===== config.mk =====
export PLATFORM = sky130hd
export DESIGN_NAME = wheel_pulse_gen
export DESIGN_NICKNAME = d
export VERILOG_FILES = /design/src/rtl/wheel_pulse_gen.sv
export SDC_FILE = /design/constraint.sdc
export NUM_CORES = 1
export LEC_CHECK = 0
export BUFFER_PORTS_ARGS = -buffer_cell sky130_fd_sc_hd__buf_4
export CAP_MARGIN = 20
export CORE_MARGIN = 10
export CORE_UTILIZATION = 47
export CTS_CLUSTER_DIAMETER = 120
export DETAILED_ROUTE_END_ITERATION = 8
export PLACE_DENSITY = 0.72
export SLEW_MARGIN = 40
export SYNTH_ARGS = -nofsm -noshare
export SYNTH_HDL_FRONTEND = slang
export SYNTH_SLANG_ARGS = --single-unit

===== constraint.sdc =====
create_clock -name CLK -period 5.03 [get_ports CLK]
set_input_delay 0.503 -clock CLK [delete_from_list [all_inputs] [get_ports CLK]]
set_output_delay 0.503 -clock CLK [all_outputs]
set_load 0.005 [all_outputs]

===== src/rtl/wheel_pulse_gen.sv =====
// Wheel-sensor emulator: emits a burst of clean PULSE ticks (HIGH_CYCLES high, >=2 low) at period max(PERIOD, HIGH_CYCLES+2).
// START->PULSE latency 1 cycle; START ignored while BUSY; optional SENT_CNT output via `WHEEL_PULSE_GEN_SENT_CNT_EN.
module wheel_pulse_gen #(
  parameter int PERIOD_W    = 16,
  parameter int NUM_W       = 16,
  parameter int HIGH_CYCLES = 3
) (
  input  logic                CLK,
  input  logic                RESET,
  input  logic                START,
  input  logic                ABORT,
  input  logic [PERIOD_W-1:0] PERIOD,
  input  logic [NUM_W-1:0]    NUM_PULSES,
  output logic                PULSE,
  output logic                BUSY,
  output logic                DONE
`ifdef WHEEL_PULSE_GEN_SENT_CNT_EN
  ,
  output logic [NUM_W-1:0]    SENT_CNT
`endif
);

  typedef enum logic [1:0] {
    S_IDLE = 2'd0,
    S_HIGH = 2'd1,
    S_LOW  = 2'd2
  } state_t;

  localparam logic [PERIOD_W-1:0] MIN_PERIOD = PERIOD_W'(HIGH_CYCLES + 2);
  localparam logic [PERIOD_W-1:0] HIGH_LAST  = PERIOD_W'(HIGH_CYCLES - 1);

  state_t              state_q, state_d;
  logic [PERIOD_W-1:0] cnt_q, cnt_d;
  logic [PERIOD_W-1:0] per_q, per_d;
  logic [NUM_W-1:0]    rem_q, rem_d;
  logic                pulse_q, pulse_d;
  logic                busy_q, busy_d;
  logic                done_q, done_d;
  logic [PERIOD_W-1:0] eff_period;
`ifdef WHEEL_PULSE_GEN_SENT_CNT_EN
  logic [NUM_W-1:0]    sent_q, sent_d;
`endif

  // Clamping guarantees a low phase of at least two cycles before every rise.
  assign eff_period = (PERIOD < MIN_PERIOD) ? MIN_PERIOD : PERIOD;

  // cnt_q runs 0..P-1 across one whole period, so it can never wrap.
  always_comb begin
    state_d = state_q;
    cnt_d   = cnt_q;
    per_d   = per_q;
    rem_d   = rem_q;
    pulse_d = pulse_q;
    busy_d  = busy_q;
    done_d  = 1'b0;
`ifdef WHEEL_PULSE_GEN_SENT_CNT_EN
    sent_d  = sent_q;
`endif
    if (ABORT) begin
      state_d = S_IDLE;
      cnt_d   = '0;
      per_d   = '0;
      rem_d   = '0;
      pulse_d = 1'b0;
      busy_d  = 1'b0;
    end else begin
      case (state_q)
        S_IDLE: begin
          if (START) begin
            if (NUM_PULSES != '0) begin
              state_d = S_HIGH;
              cnt_d   = '0;
              per_d   = eff_period;
              rem_d   = NUM_PULSES;
              pulse_d = 1'b1;
              busy_d  = 1'b1;
`ifdef WHEEL_PULSE_GEN_SENT_CNT_EN
              // Clear and count the first rising edge in the same cycle.
              sent_d  = NUM_W'(1);
`endif
            end else begin
              done_d = 1'b1;
            end
          end
        end
        S_HIGH: begin
          cnt_d = cnt_q + PERIOD_W'(1);
          if (cnt_q == HIGH_LAST) begin
            state_d = S_LOW;
            pulse_d = 1'b0;
            rem_d   = rem_q - NUM_W'(1);
          end
        end
        S_LOW: begin
          if (cnt_q == per_q - PERIOD_W'(1)) begin
            cnt_d = '0;
            if (rem_q != '0) begin
              state_d = S_HIGH;
              pulse_d = 1'b1;
`ifdef WHEEL_PULSE_GEN_SENT_CNT_EN
              sent_d  = sent_q + NUM_W'(1);
`endif
            end else begin
              state_d = S_IDLE;
              per_d   = '0;
              busy_d  = 1'b0;
              done_d  = 1'b1;
            end
          end else begin
            cnt_d = cnt_q + PERIOD_W'(1);
          end
        end
        default: begin
          state_d = S_IDLE;
          cnt_d   = '0;
          per_d   = '0;
          rem_d   = '0;
          pulse_d = 1'b0;
          busy_d  = 1'b0;
        end
      endcase
    end
  end

  always_ff @(posedge CLK or posedge RESET) begin
    if (RESET) begin
      state_q <= S_IDLE;
      cnt_q   <= '0;
      per_q   <= '0;
      rem_q   <= '0;
      pulse_q <= 1'b0;
      busy_q  <= 1'b0;
      done_q  <= 1'b0;
`ifdef WHEEL_PULSE_GEN_SENT_CNT_EN
      sent_q  <= '0;
`endif
    end else begin
      state_q <= state_d;
      cnt_q   <= cnt_d;
      per_q   <= per_d;
      rem_q   <= rem_d;
      pulse_q <= pulse_d;
      busy_q  <= busy_d;
      done_q  <= done_d;
`ifdef WHEEL_PULSE_GEN_SENT_CNT_EN
      sent_q  <= sent_d;
`endif
    end
  end

  assign PULSE = pulse_q;
  assign BUSY  = busy_q;
  assign DONE  = done_q;
`ifdef WHEEL_PULSE_GEN_SENT_CNT_EN
  assign SENT_CNT = sent_q;
`endif

endmodule


==> results by stage <==
Run status:
- The run finished with clean final reports.

Worst setup path:
- The nature of the critical path endpoint is a flop.
- The critical register-to-register path startpoint is per_q[0].
- The critical path is of the reg -> reg type.
- STA classifies the critical path startpoint as a flop.
- In this run the worst path has a maximum fanout of 17.
- Data on the critical path arrives at its endpoint at approximately 3.4 ns.
- The data required time of the critical path is 5.23 ns.
- Traced cell by cell, the critical path runs through inv_1, ha_1, nor4b_4, nand3_1, a311o_1, nor4_4, nand2_1, o22ai_4, mux2_1.
- The gate family responsible for the most delay along the worst path is simple AND/OR/NAND/NOR gates.
- Counting both buffers and inverters, the worst setup path holds a total of 1.
- In this run the register-to-register setup slack is about 1.8 ns.
- Measured in cells, the most critical reg-to-reg path has a length of 9.
- For this run, the slowest stage of the critical path takes 0.60 ns.
- The slowest stage of the critical path belongs to the cell o22ai_4.
- The endpoint of the worst-slack reg-to-reg timing path is BUSY.

Route:
- For this run, design rule violations remaining after detail routing come to 0.
- The mean number of vias per cell is about 6.
- The post-detailed-route wirelength per cell is about 17 microns.
- The pre-antenna-repair detailed-routing pass consisted of 5 iterations.
- The initial DRC count is just over 200.
- The number of nets with antenna violations after routing is 0.
- Summed over all layers, the routed wires come to approximately 9 mm.
- The routed layout has roughly 3100 vias.

Clocking:
- The number of hold-repair buffers added at the cts stage is 0.
- The maximum buffer depth of the clock tree is 2.
- Clock tree synthesis inserted a total of 5 buffers.
- The setup fix buffers added after clock tree synthesis is 0.
- The later pin in the worst-skew pair is clocked with a latency of between 0.3 and 0.4 ns.
- The clock transition at the registers of the reported paths is ~0.10 ns.
- The CTS sink count is between 50 and 60.
- The root buffer cell is clkbuf_8.
- The clock tree from TritonCTS is done.
- The count of cells resized by post-cts repair is 0.
- The H-tree depth reported by CTS is 2.

Timing:
- The slew of the pin with the lowest slew margin is roughly 0.77 ns.
- Dividing the final minimum period by the clock period gives 0.645.
- Headroom to the max-slew limit came out at 0.489.
- Setup repair after global routing left no endpoint under its margin.
- On the final layout, the worst hold slack is roughly 0.38 ns.
- Setup total negative slack on the finished layout was measured at 0 ns.
- Setup violations remaining at the end of the flow were counted as 0.
- The clock arrives with 0.00430 ns of skew.
- The max-slew violation total from the final report is 0.
- The clock period minus worst slack is 3.25 ns.
- The number of endpoints with negative hold slack in the final report came to 0.
- Static timing analysis puts the maximum clock frequency at approximately 310 MHz.

GRT:
- Entering global routing, the biggest net connects between 50 and 60 pins.
- The first-pass GRT wire length is 14.8 mm.
- The number of global-route vias before repair is 3003.
- In the global route stage, overall resource usage came out at 0.151.
- The global-route congestion overflow total is 0.
- The number of antenna violations at the first check in global routing was 0.

Synthesis:
- Counting every net in the synthesized netlist gives 453.
- Counting distinct cell types in the post-synthesis netlist gives 64.
- In the synthesized netlist the async set-or-reset flop fraction comes to 1.00.
- The share of the Yosys chip area taken by registers is 0.368.
- The count of flip-flops with a built-in enable after synthesis is 0.
- The Yosys step of the flow raised 0 warnings.
- The most used flip-flop cell after synthesis is dfrtp_1.
- By count the netlist is led by dfrtp_1, nand2_1, inv_1, o21ai_0, nor2_1.
- Summed over all instances, the cell type with the most area after synthesis is dfrtp_1.
- The cell area that synthesis handed to floorplanning was 0.00360 sq mm.
- The leading cell type by number of instances after synthesis is dfrtp_1.
- Sorting the synthesized cells by area gives the leading types as dfrtp_1, mux2i_1, nand2_1, o21ai_0, xnor2_1.
- The share of synthesized area in the top cell type comes to 0.368.
- After synthesis, the mean cell area works out to approximately 9 sq um.
- In the synthesized netlist, the number of instances is just over 400.
- The synthesized flop and latch total is between 50 and 60.

Power and ir drop:
- The total design power is 2.09 mW.
- The cell area power density is around 520 mW/mm^2.
- For this design the static power due to leakage is between 1.5 and 2 nW.
- The largest voltage drop on the vdd net is 0.248 mV.

Final layout:
- The fraction of layout cells with a size suffix above 1 is 0.144.
- Relative to the synthesized area, the layout overhead comes to 11.2%.
- The final cell area excluding filler cells is around 0.004 sq mm.
- The final net count is between 400 and 500.
- The total inserted antenna cells is 0.

Die:
- The die area is around 0.012 sq mm.
- The die outline height is roughly 110 microns.
- The floorplan has 31 rows.
- The floorplan die width is between 100 and 150 microns.
- For this configuration, the core starts out at a cell density of 0.489.
- The area of the placeable core is 0.00737 sq mm.
- The number of top-level pins is 39.

Hold path:
- The path class of the tightest hold or removal check is in -> async.

Place:
- The estimated wirelength of the detail-placed design is around 6.6 mm.
- The placed instances occupy a cell area of around 0.0039 sq mm.
- Buffers placed on the I/O ports in this run total 38.
- The final weighted congestion in routability-driven placement is a little over 0.8.

Flow run:
- The reported max-cap violation count is 0.
==> sequential cells by signal (all words and copies together), names as in the netlist <==
name and cells:
DONE 1, PULSE 1, state_q 2, BUSY 1
rem_q 16, per_q 16, cnt_q 16
==> cells by family (layout without fill, tap and decap cells) <==
| family | Yosys count | after routing | share of synthesized area |
|---|---|---|---|
| compound gates | 106 | 106 | 0.195 |
| xor+xnor | 24 | 24 | 0.0583 |
| fa+ha+maj | 9 | 9 | 0.0312 |
| buf+inv | 52 | 76 | 0.0663 |
| flops | 53 | 53 | 0.368 |
| mux | 19 | 19 | 0.0531 |
| simple gates | 145 | 145 | 0.228 |
==> worst max-delay path by stage <==
| stage | from | end | slack (ns) | cells past startpoint |
|---|---|---|---|---|
| final | per_q[0] | BUSY | 1.78 | 9 |
| after CTS | per_q[0] | BUSY | 1.78 | 9 |
| after global routing | per_q[0] | BUSY | 1.52 | 9 |
| after global placement | per_q[0] | BUSY | 1.65 | 9 |
| after floorplan | per_q[0] | BUSY | 2.41 | 10 |
| after detailed placement | per_q[0] | BUSY | 1.79 | 9 |
==> worst register-to-register path: cells and delay by family (launching register included) <==
kind                     cells  cell delay [ns]
AND/OR/NAND/NOR              4             1.05
AO/OA/AOI/OAI                2             0.97
flip-flops                   1             0.42
multiplexers                 1             0.39
adder cells (fa/ha/maj)      1             0.21
buffers and inverters        1             0.09
==> where the power goes <==
group	internal, mW	leakage [nW]	switching, mW
Sequential	0.545	0.713	0.159
Combinational	0.468	1.02	0.637
Clock	0.145	0.0540	0.142
Total	1.16	1.79	0.937
==> stage by stage <==
step,std cells,util,setup WS (ns)
global placement,524,0.529,1.65
finish,531,0.544,1.78
CTS,531,0.544,1.78
global route,531,0.544,1.52
detailed placement,524,0.530,1.79
floorplan,408,-,2.41
==> cell usage in the layout (no fill, tap or decap), types with 11 or more instances in the layout <==
cell,count
mux2i_1,18
nor2_1,20
dfrtp_1,53
nor3_1,12
xnor2_1,15
a21oi_1,19
a31oi_1,11
inv_1,28
o21ai_0,28
nor4_1,13
buf_4,40
nand2_1,41
==> metal layers <==
| layer | wire length, microns | track usage | vias up | part of all wire |
|---|---|---|---|---|
| met1 | 4120 | 0.197 | 1518 | 0.47 |
| met5 | 0 | 0 | - | 0 |
| li1 | - | - | 1523 | - |
| met2 | 4220 | 0.251 | 70 | 0.48 |
| met3 | 364 | 0.0293 | 8 | 0.041 |
| met4 | 72 | 0.0353 | 0 | 0.0082 |
==> area by class of cell <==
cell class | count | area (sq um)
well taps | 99 | 124
fillers | 689 | 3360
flip-flops and latches | 53 | 1330
multi-input cells | 303 | 2050
clock buffers | 5 | 68.8
repair buffers | 40 | 300
inverters | 29 | 109
clock inverters | 2 | 35.0
Power figures use the tool's default switching activity.
